==> src/rtl/alu_pkg.sv <==
// Shared opcode and FSM definitions for the registered ALU and its shift-add multiplier.
package alu_pkg;

  localparam logic [2:0] OP_ADD = 3'd0;
  localparam logic [2:0] OP_SUB = 3'd1;
  localparam logic [2:0] OP_MUL = 3'd2;
  localparam logic [2:0] OP_AND = 3'd4;
  localparam logic [2:0] OP_OR  = 3'd5;
  localparam logic [2:0] OP_XOR = 3'd6;

  typedef enum logic [1:0] {
    ST_IDLE = 2'd0,
    ST_MUL  = 2'd1,
    ST_DONE = 2'd2
  } state_t;

  function automatic logic op_is_legal(input logic [2:0] op);
    return (op != 3'd3) && (op != 3'd7);
  endfunction

endpackage

==> src/rtl/alu_seq_mul.sv <==
// Unsigned shift-add multiplier: one partial-product bit per cycle, WIDTH cycles per product.
module alu_seq_mul
  import alu_pkg::*;
#(
  parameter int unsigned WIDTH = 4
) (
  input  logic                 clk,
  input  logic                 rst_n,
  input  logic                 start,
  input  logic [WIDTH-1:0]     a,
  input  logic [WIDTH-1:0]     b,
  output logic                 busy,
  output logic                 done,
  output logic [2*WIDTH-1:0]   p
);

  localparam int unsigned CW = (WIDTH > 1) ? $clog2(WIDTH) : 1;
  localparam logic [CW-1:0] LAST = CW'(WIDTH - 1);

  logic [CW-1:0]      cnt;
  logic [2*WIDTH-1:0] acc;
  logic [2*WIDTH-1:0] a_sh;
  logic [WIDTH-1:0]   b_sh;
  logic [2*WIDTH-1:0] acc_next;

  always_comb begin
    acc_next = acc;
    if (b_sh[0]) begin
      acc_next = acc + a_sh;
    end
  end

  // done and p are combinational so the owner can latch the product on the
  // same edge that performs the final step, giving exactly WIDTH cycles.
  assign done = busy && (cnt == LAST);
  assign p    = acc_next;

  always_ff @(posedge clk) begin
    if (!rst_n) begin
      busy <= 1'b0;
      cnt  <= '0;
      acc  <= '0;
      a_sh <= '0;
      b_sh <= '0;
    end else if (start) begin
      busy <= 1'b1;
      cnt  <= '0;
      acc  <= '0;
      a_sh <= {{WIDTH{1'b0}}, a};
      b_sh <= b;
    end else if (busy) begin
      acc  <= acc_next;
      a_sh <= a_sh << 1;
      b_sh <= b_sh >> 1;
      cnt  <= cnt + CW'(1);
      if (cnt == LAST) begin
        busy <= 1'b0;
      end
    end
  end

endmodule

==> src/rtl/alu_seq.sv <==
// Registered ALU with valid/ready handshakes: single-cycle add/sub/logic ops, iterative multiply.
module alu_seq
  import alu_pkg::*;
#(
  parameter int unsigned WIDTH = 4
) (
  input  logic                 clk,
  input  logic                 rst_n,
  input  logic                 in_valid,
  output logic                 in_ready,
  input  logic [WIDTH-1:0]     a,
  input  logic [WIDTH-1:0]     b,
  input  logic                 carry_in,
  input  logic [2:0]           op_code,
  output logic                 out_valid,
  input  logic                 out_ready,
  output logic [2*WIDTH-1:0]   y,
  output logic                 carry_out,
  output logic                 overflow,
  output logic                 zero,
  output logic                 illegal
);

  localparam int unsigned MSB = WIDTH - 1;

  state_t state;

  logic               accept;
  logic               mul_start;
  logic               mul_busy;
  logic               mul_done;
  logic [2*WIDTH-1:0] mul_p;

  logic [WIDTH:0]     sum;
  logic [WIDTH:0]     diff;
  logic [WIDTH-1:0]   res_lo;
  logic               res_c;
  logic               res_v;
  logic               res_ill;

  assign in_ready  = (state == ST_IDLE) || ((state == ST_DONE) && out_ready);
  assign accept    = in_valid && in_ready;
  assign mul_start = accept && (op_code == OP_MUL);

  // Extra top bit of the extended difference is the borrow.
  assign sum  = {1'b0, a} + {1'b0, b} + {{WIDTH{1'b0}}, carry_in};
  assign diff = {1'b0, a} - {1'b0, b} - {{WIDTH{1'b0}}, carry_in};

  always_comb begin
    res_lo  = '0;
    res_c   = 1'b0;
    res_v   = 1'b0;
    res_ill = !op_is_legal(op_code);
    case (op_code)
      OP_ADD: begin
        res_lo = sum[WIDTH-1:0];
        res_c  = sum[WIDTH];
        res_v  = (a[MSB] == b[MSB]) && (sum[MSB] != a[MSB]);
      end
      OP_SUB: begin
        res_lo = diff[WIDTH-1:0];
        res_c  = diff[WIDTH];
        res_v  = (a[MSB] != b[MSB]) && (diff[MSB] != a[MSB]);
      end
      OP_AND:  res_lo = a & b;
      OP_OR:   res_lo = a | b;
      OP_XOR:  res_lo = a ^ b;
      default: res_lo = '0;
    endcase
  end

  alu_seq_mul #(.WIDTH(WIDTH)) u_mul (
    .clk   (clk),
    .rst_n (rst_n),
    .start (mul_start),
    .a     (a),
    .b     (b),
    .busy  (mul_busy),
    .done  (mul_done),
    .p     (mul_p)
  );

  always_ff @(posedge clk) begin
    if (!rst_n) begin
      state     <= ST_IDLE;
      out_valid <= 1'b0;
      y         <= '0;
      carry_out <= 1'b0;
      overflow  <= 1'b0;
      zero      <= 1'b1;
      illegal   <= 1'b0;
    end else begin
      case (state)
        ST_IDLE, ST_DONE: begin
          if (accept) begin
            if (op_code == OP_MUL) begin
              state     <= ST_MUL;
              out_valid <= 1'b0;
            end else begin
              state     <= ST_DONE;
              out_valid <= 1'b1;
              y         <= {{WIDTH{1'b0}}, res_lo};
              carry_out <= res_c;
              overflow  <= res_v;
              zero      <= (res_lo == '0);
              illegal   <= res_ill;
            end
          end else if ((state == ST_DONE) && out_ready) begin
            state     <= ST_IDLE;
            out_valid <= 1'b0;
          end
        end
        ST_MUL: begin
          if (mul_done) begin
            state     <= ST_DONE;
            out_valid <= 1'b1;
            y         <= mul_p;
            carry_out <= 1'b0;
            overflow  <= 1'b0;
            zero      <= (mul_p == '0);
            illegal   <= 1'b0;
          end else if (!mul_busy) begin
            state <= ST_IDLE;
          end
        end
        default: begin
          state     <= ST_IDLE;
          out_valid <= 1'b0;
        end
      endcase
    end
  end

endmodule
==> config.mk <==
export PLATFORM = sky130hd
export DESIGN_NAME = alu_seq
export DESIGN_NICKNAME = d
export VERILOG_FILES = /design/src/rtl/alu_pkg.sv /design/src/rtl/alu_seq_mul.sv /design/src/rtl/alu_seq.sv
export SDC_FILE = /design/constraint.sdc
export NUM_CORES = 1
export LEC_CHECK = 0
export ABC_AREA = 1
export CORE_ASPECT_RATIO = 2
export CORE_MARGIN = 5
export CORE_UTILIZATION = 35
export CTS_CLUSTER_SIZE = 25
export DETAILED_ROUTE_END_ITERATION = 12
export DONT_BUFFER_PORTS = 1
export HOLD_SLACK_MARGIN = 0.05
export PLACE_DENSITY_LB_ADDON = 0.12
export SYNTH_ARGS = -nofsm -noshare
export SYNTH_HDL_FRONTEND = slang
export SYNTH_SLANG_ARGS = --single-unit
==> constraint.sdc <==
create_clock -name clk -period 2.3 [get_ports clk]
set_input_delay 0.345 -clock clk [delete_from_list [all_inputs] [get_ports clk]]
set_output_delay 0.345 -clock clk [all_outputs]
set_load 0.05 [all_outputs]
==> out/results.txt, run 1 <==
Worst Path Arrival: 2.20 ns
YS warnings: 0
ANT nets after route: 0
TritonCTS clock tree: done
Hpwl dp: 6.26 mm
Synth area leader: dfxtp_1
Distinct cells, synth: 31
Syn nets: 441
Slew at the pin closest to its max-slew limit: 0.756 ns
Final Cell Area: 2860 um^2
Total track usage: 0.169
Power per Cell Area: 597 nW/um^2
First drt pass iteration count: 6
Worst-path clk slew: 0.06 ns
RSZ-0062 raised after global routing: no
Final setup TNS: 0 ns
Buffers on Ports: 0
CP endpoint kind: flip-flop
Post-CTS setup buffer count: 0
MaxCap Viol Count: 0
Insertion delay to the later sink of the worst-skew pair: 0.29 ns
Critical path's slowest cell: dfxtp_1
First-pass GRT wire length: 12.1 mm
I/O Pins: 30
Final Hold Violating Endpoints: 0
Vias in the first global route: 2497
WS Path Type: reg2reg
Routability cong.: 0.862
Buf/Inv on CP: 2
CTS Buffer Depth: 2
Share of the synthesized area in the top cell type: 0.290
Initial Util: 0.361
Placed inst area: 2710 um^2
Util after Layout: 0.394
Die area: 9430 um^2
Initial detailed-routing violation count: 80
Clock Skew: 0.00604 ns
Grt total ovfl: 0
Most used DFF post-synth: dfxtp_1
Fill count: 840
Fin crit share: 0.879
Root buffer cell: clkbuf_16
Syn_area_per_cell: 6.55 um^2
Die X: 71.2 um
Data required time at the worst endpoint: 2.48 ns
Max incr delay on CP: 0.38 ns
Final setup viols: 0
FFs w/ async S/R, synth: 0
CTS buffer count: 5
DRC Markers: 0
CP delay by family, top: simple AND/OR/NAND/NOR gates
Power Total: 1710 uW
WL/cell: 15.4 um
Number of diodes: 0
Die H: 132 um
Slew Viols, Final: 0
Net count, final: 443
Worst-path fanout max: 3
Syn Inst Count: 400
Crit path time final: 2.02 ns
Slew HR: 0.496
Hold buffers post-CTS: 0
Min Hold Slack: 0.193 ns
Cell Area, Synth: 2620 um^2
Top cell by count, worst path: nand2_1
Fraction of final layout cells sized beyond drive strength 1: 0.0744
Number of synthesized flops with an enable pin: 0
Routed vias: 2474
Sink Count: 38
Drt via density: 5.00
Row count: 44
Yosys reg bits: 38
Worst vdd ir: 0.349 mV
Post-Route WL: 7.62 mm
Worst min path class: in2reg
Antenna violations before repair: 0
Area delta synth->final: 9.26%
Leakage power: 0.00139 uW
Fmax: 495 MHz
Synth top area cells: dfxtp_1 29%, nand2_1 15%, ha_1 9.5%
Register area share after synthesis: 0.290
Cells along the critical path: ha_1, inv_1, fa_1, inv_1, nand2_1, nand2_1, nand3_1, nand3_1, nand3_1, nand2_1, nor2_1, nand2_1, nand2_1, nand2_1, nand2_1
Largest net degree at the start of global routing: 22
Status: completed
Startpoint types: flip-flop
Core area: 7270 um^2
Max H-tree Level: 2
Post-CTS Resized: 0
[cells in the final DEF (no fill, tap or decap), types with 2 or more instances in the layout]
cell type	instances
inv_1	61
a21oi_1	34
buf_4	5
nand2_1	106
a31oi_1	5
inv_2	5
dfxtp_1	38
xnor2_1	2
a21oi_2	2
nor2_1	30
ha_1	20
fa_1	5
nor2_2	2
nor3_1	3
or2_2	3
clkbuf_16	5
nand3_1	42
o21ai_0	20
or2_1	2
[stage by stage]
step	worst slack, ns	cells
6_report	0.278	495
5_1_grt	0.0497	495
4_1_cts	0.289	495
3_5_place_dp	0.0728	487
3_3_place_gp	0.0912	487
2_1_floorplan	0.371	400
[flip-flops by register name (all words and copies together), names as in the netlist, 2 cells and up]
signal	count
state	2
u_mul.a_sh	8
u_mul.acc	8
u_mul.b_sh	4
u_mul.cnt	2
y	8
[worst paths after layout]
kind / start / end / slack, ns / depth (start not counted)
worst min register to register: u_mul.b_sh[3] / u_mul.b_sh[3] / 0.47 / 2
worst min-delay path: rst_n / u_mul.b_sh[0] / 0.19 / 2
worst max register to register: u_mul.a_sh[0] / zero / 0.28 / 15
worst max-delay path: u_mul.a_sh[0] / zero / 0.28 / 15
[cell usage after synthesis, types with 2 or more instances]
cell / count
a31oi_1: 5
buf_6: 2
buf_4: 2
xnor2_1: 2
nand3_1: 42
a21oi_2: 2
nor3_1: 3
a21oi_1: 34
clkbuf_1: 5
dfxtp_1: 38
nand2_1: 106
inv_2: 5
nor2_2: 2
or2_1: 2
or2_2: 3
o21ai_0: 20
fa_1: 5
ha_1: 20
nor2_1: 30
inv_1: 61
[report_power, final]
part	total, uW	switching [uW]	internal [uW]
Sequential	739	58.5	680
Combinational	257	170	87.1
Clock	715	286	429
[logic make-up (layout without fill, tap and decap cells)]
group / after synthesis / count (layout) / synth area share
AOI/OAI and AO/OA: 66 / 66 / 0.140
xor gates and xnor gates: 2 / 2 / 0.00668
adders and majority gates: 25 / 25 / 0.134
buffers and inverters: 77 / 80 / 0.120
DFF: 38 / 38 / 0.290
and+or+nand+nor: 192 / 192 / 0.309
[cell type report]
| cell class | count | area [um^2] | area share |
|---|---|---|---|
| tap | 92 | 115 | 0.0402 |
| inverter | 67 | 254 | 0.0887 |
| sequential | 38 | 761 | 0.266 |
| timing repair buffer | 5 | 37.5 | 0.0131 |
| clock buffer | 6 | 139 | 0.0485 |
| clock inverter | 2 | 12.5 | 0.00437 |
| multi-input combinational | 285 | 1550 | 0.540 |
[layer usage]
| metal | GRT usage | wire (um) |
|---|---|---|
| met1 | 0.138 | 2510 |
| met3 | 0.0344 | 234 |
| met4 | 0.107 | 348 |
| met5 | 0 | 0 |
| met2 | 0.339 | 4530 |
(Power assumes the default switching activity.)
==> inputs of run 2 (changes only) <==
==> constraint.sdc (replaced) <==
create_clock -name clk -period 2.1 [get_ports clk]
set_input_delay 0.42 -clock clk [delete_from_list [all_inputs] [get_ports clk]]
set_output_delay 0.42 -clock clk [all_outputs]
set_load 0.05 [all_outputs]
==> run 2 against run 1 <==
First-iteration DRC count is 38% higher. Clock-buffer cell count stayed put. Global-route usage up 0.36 points. Cell count up 3.0%. Highest routed layer unchanged.
==> out/results.txt, run 2 (synthesis results as in run 1) <==
Final setup viols: 0 (unchanged)
Core area: 7270 um^2 (unchanged)
Crit path time final: 1.93 ns (-0.0918 ns)
Insertion delay to the later sink of the worst-skew pair: 0.28 ns (about the same)
Grt total ovfl: 0 (unchanged)
Combinational share of power: 0.163 (+0.013)
Clock Skew: 0.00702 ns (+0.000979 ns)
Fraction of final layout cells sized beyond drive strength 1: 0.127 (+0.0524)
Die H: 132 um (unchanged)
CTS buffer count: 5 (unchanged)
CP endpoint kind: flip-flop
MaxCap Viol Count: 0 (unchanged)
Sw Share: 0.293 (-0.00799)
Routed vias: 2548 (+3.0%)
Root buffer cell: clkbuf_16
Fin crit share: 0.919 (+0.0400)
Drt via density: 5.00 (about the same)
Fmax: 518 MHz (+4.8%)
Post-Route WL: 7.74 mm (+1.6%)
WL/cell: 15.2 um (-1.4%)
Clock power share: 0.407 (-0.011)
Initial Util: 0.361 (unchanged)
Final Hold Violating Endpoints: 0 (unchanged)
Worst min path class: in2reg
WS Path Type: reg2reg
Data required time at the worst endpoint: 2.33 ns (-0.15 ns)
Biggest regs: u_mul.a_sh: 8 flops, u_mul.acc: 8 flops, y: 8 flops
Sequential power share: 0.430 (-0.002)
Max H-tree Level: 2 (unchanged)
Hpwl dp: 6.49 mm (+3.6%)
Sink Count: 38 (unchanged)
ANT nets after route: 0 (unchanged)
I/O Pins: 30 (unchanged)
CTS Buffer Depth: 2 (unchanged)
Sw Pwr: 549 uW (+6.8%)
Most frequent cells in the layout: 104 x nand2_1, 61 x inv_1, 41 x nand3_1
Worst-path fanout max: 3 (unchanged)
Initial detailed-routing violation count: 110 (+38%)
Worst vdd ir: 0.282 mV (-19%)
Hold buffers post-CTS: 0 (unchanged)
Net count, final: 458 (+3.4%)
Slew at the pin closest to its max-slew limit: 0.574 ns (-0.182 ns)
Number of diodes: 0 (unchanged)
Total track usage: 0.173 (+0.00362)
First drt pass iteration count: 4 (-2)
Buffers on Ports: 0 (unchanged)
Commonest non-fill, non-tap cell in the layout: nand2_1
Power per Cell Area: 626 nW/um^2 (+4.8%)
Startpoint types: flip-flop
Worst Path Arrival: 2.16 ns (-0.04 ns)
Die X: 71.2 um (unchanged)
Power Total: 1880 uW (+9.7%)
Slew Viols, Final: 0 (unchanged)
P_int: 1330 uW (+11%)
TritonCTS clock tree: done
Status: completed
Worst-path clk slew: 0.06 ns (about the same)
Final setup TNS: 0 ns (unchanged)
DRC Markers: 0 (unchanged)
Vias in the first global route: 2569 (+2.9%)
RSZ-0062 raised after global routing: yes
Slew HR: 0.617 (+0.121)
Die area: 9430 um^2 (unchanged)
Row count: 44 (unchanged)
Antenna violations before repair: 0 (unchanged)
Leakage power: 0.00146 uW (+5.4%)
Routability cong.: 0.888 (+3.1%)
Largest net degree at the start of global routing: 18 (-18%)
First-pass GRT wire length: 12.5 mm (+3.5%)
Area delta synth->final: 14.4%
-- run 2: cell count changes in the layout (fill, tap and decap cells not counted) --
cell and change:
nand2_2 +2, fa_2 +1, nand3_1 -1, ha_1 -1
ha_2 +1, fa_1 -1, nand3_2 +1, o21ai_2 +1
dfxtp_1 -2, o21ai_1 +1, dfxtp_2 +2, nand2_1 -2
buf_4 +15, o21ai_0 -2
-- run 2: per-layer routing --
metal / track usage / vias to the layer above / share of wire
met4: 0.126 / 0 / 0.059
met3: 0.0267 / 23 / 0.026
met1: 0.141 / 1179 / 0.33
met5: 0 / - / 0
li1: - / 1303 / -
met2: 0.343 / 43 / 0.59
-- run 2: what timing repair did --
action	in CTS	in global routing
gates cloned	0	0
pin swaps	0	1
buffers inserted	0	1
endpoints found under the setup margin	1	5
resized for setup	1	9
-- run 2: cell type report --
cell class	count	area (um^2)
fillers	814	4270
multi-input cells	285	1560
flip-flops and latches	38	763
inverters	67	254
repair buffers	20	150
clock buffers	6	139
well taps	92	115
clock inverters	2	12.5
-- run 2: critical path, cell delays in order (launching register included) --
cell	delay, ns
dfxtp_2	0.35
ha_2	0.18
inv_1	0.05
fa_2	0.51
nand2_1	0.07
o21ai_2	0.13
nand2_1	0.08
nor2_1	0.10
nand3_1	0.09
nor2_1	0.10
nand2_1	0.07
nand2_1	0.05
nand2_1	0.05
nand2_1	0.06
-- run 2: power groups by stage --
stage	logic, uW	clock network [uW]	registers (uW)
floorplan	217	0	812
detailed placement	305	0	824
CTS	306	778	808
global route	347	799	811
global placement	302	0	824
finish	305	764	808
-- run 2: metrics by stage --
stage	utilization	worst slack [ns]	area [um^2]	cells	hold slack (ns)
after floorplan	-	0.0964	2620	400	0.439
after global placement	0.388	-0.0738	2820	501	0.454
after detailed placement	0.388	-0.107	2820	501	0.459
after CTS	0.409	0.00722	2970	509	0.282
after global routing	0.413	-0.0214	3000	510	0.299
final	0.413	0.170	3000	510	0.284
-- run 2: final timing paths --
| kind | startpoint | to | slack [ns] | cells past startpoint |
|---|---|---|---|---|
| hold reg to reg | u_mul.b_sh[3] | u_mul.b_sh[3] | 0.47 | 2 |
| setup / recovery | u_mul.acc[0] | zero | 0.17 | 13 |
| setup reg to reg | u_mul.acc[0] | zero | 0.17 | 13 |
| hold / removal | a[0] | u_mul.a_sh[0] | 0.28 | 2 |
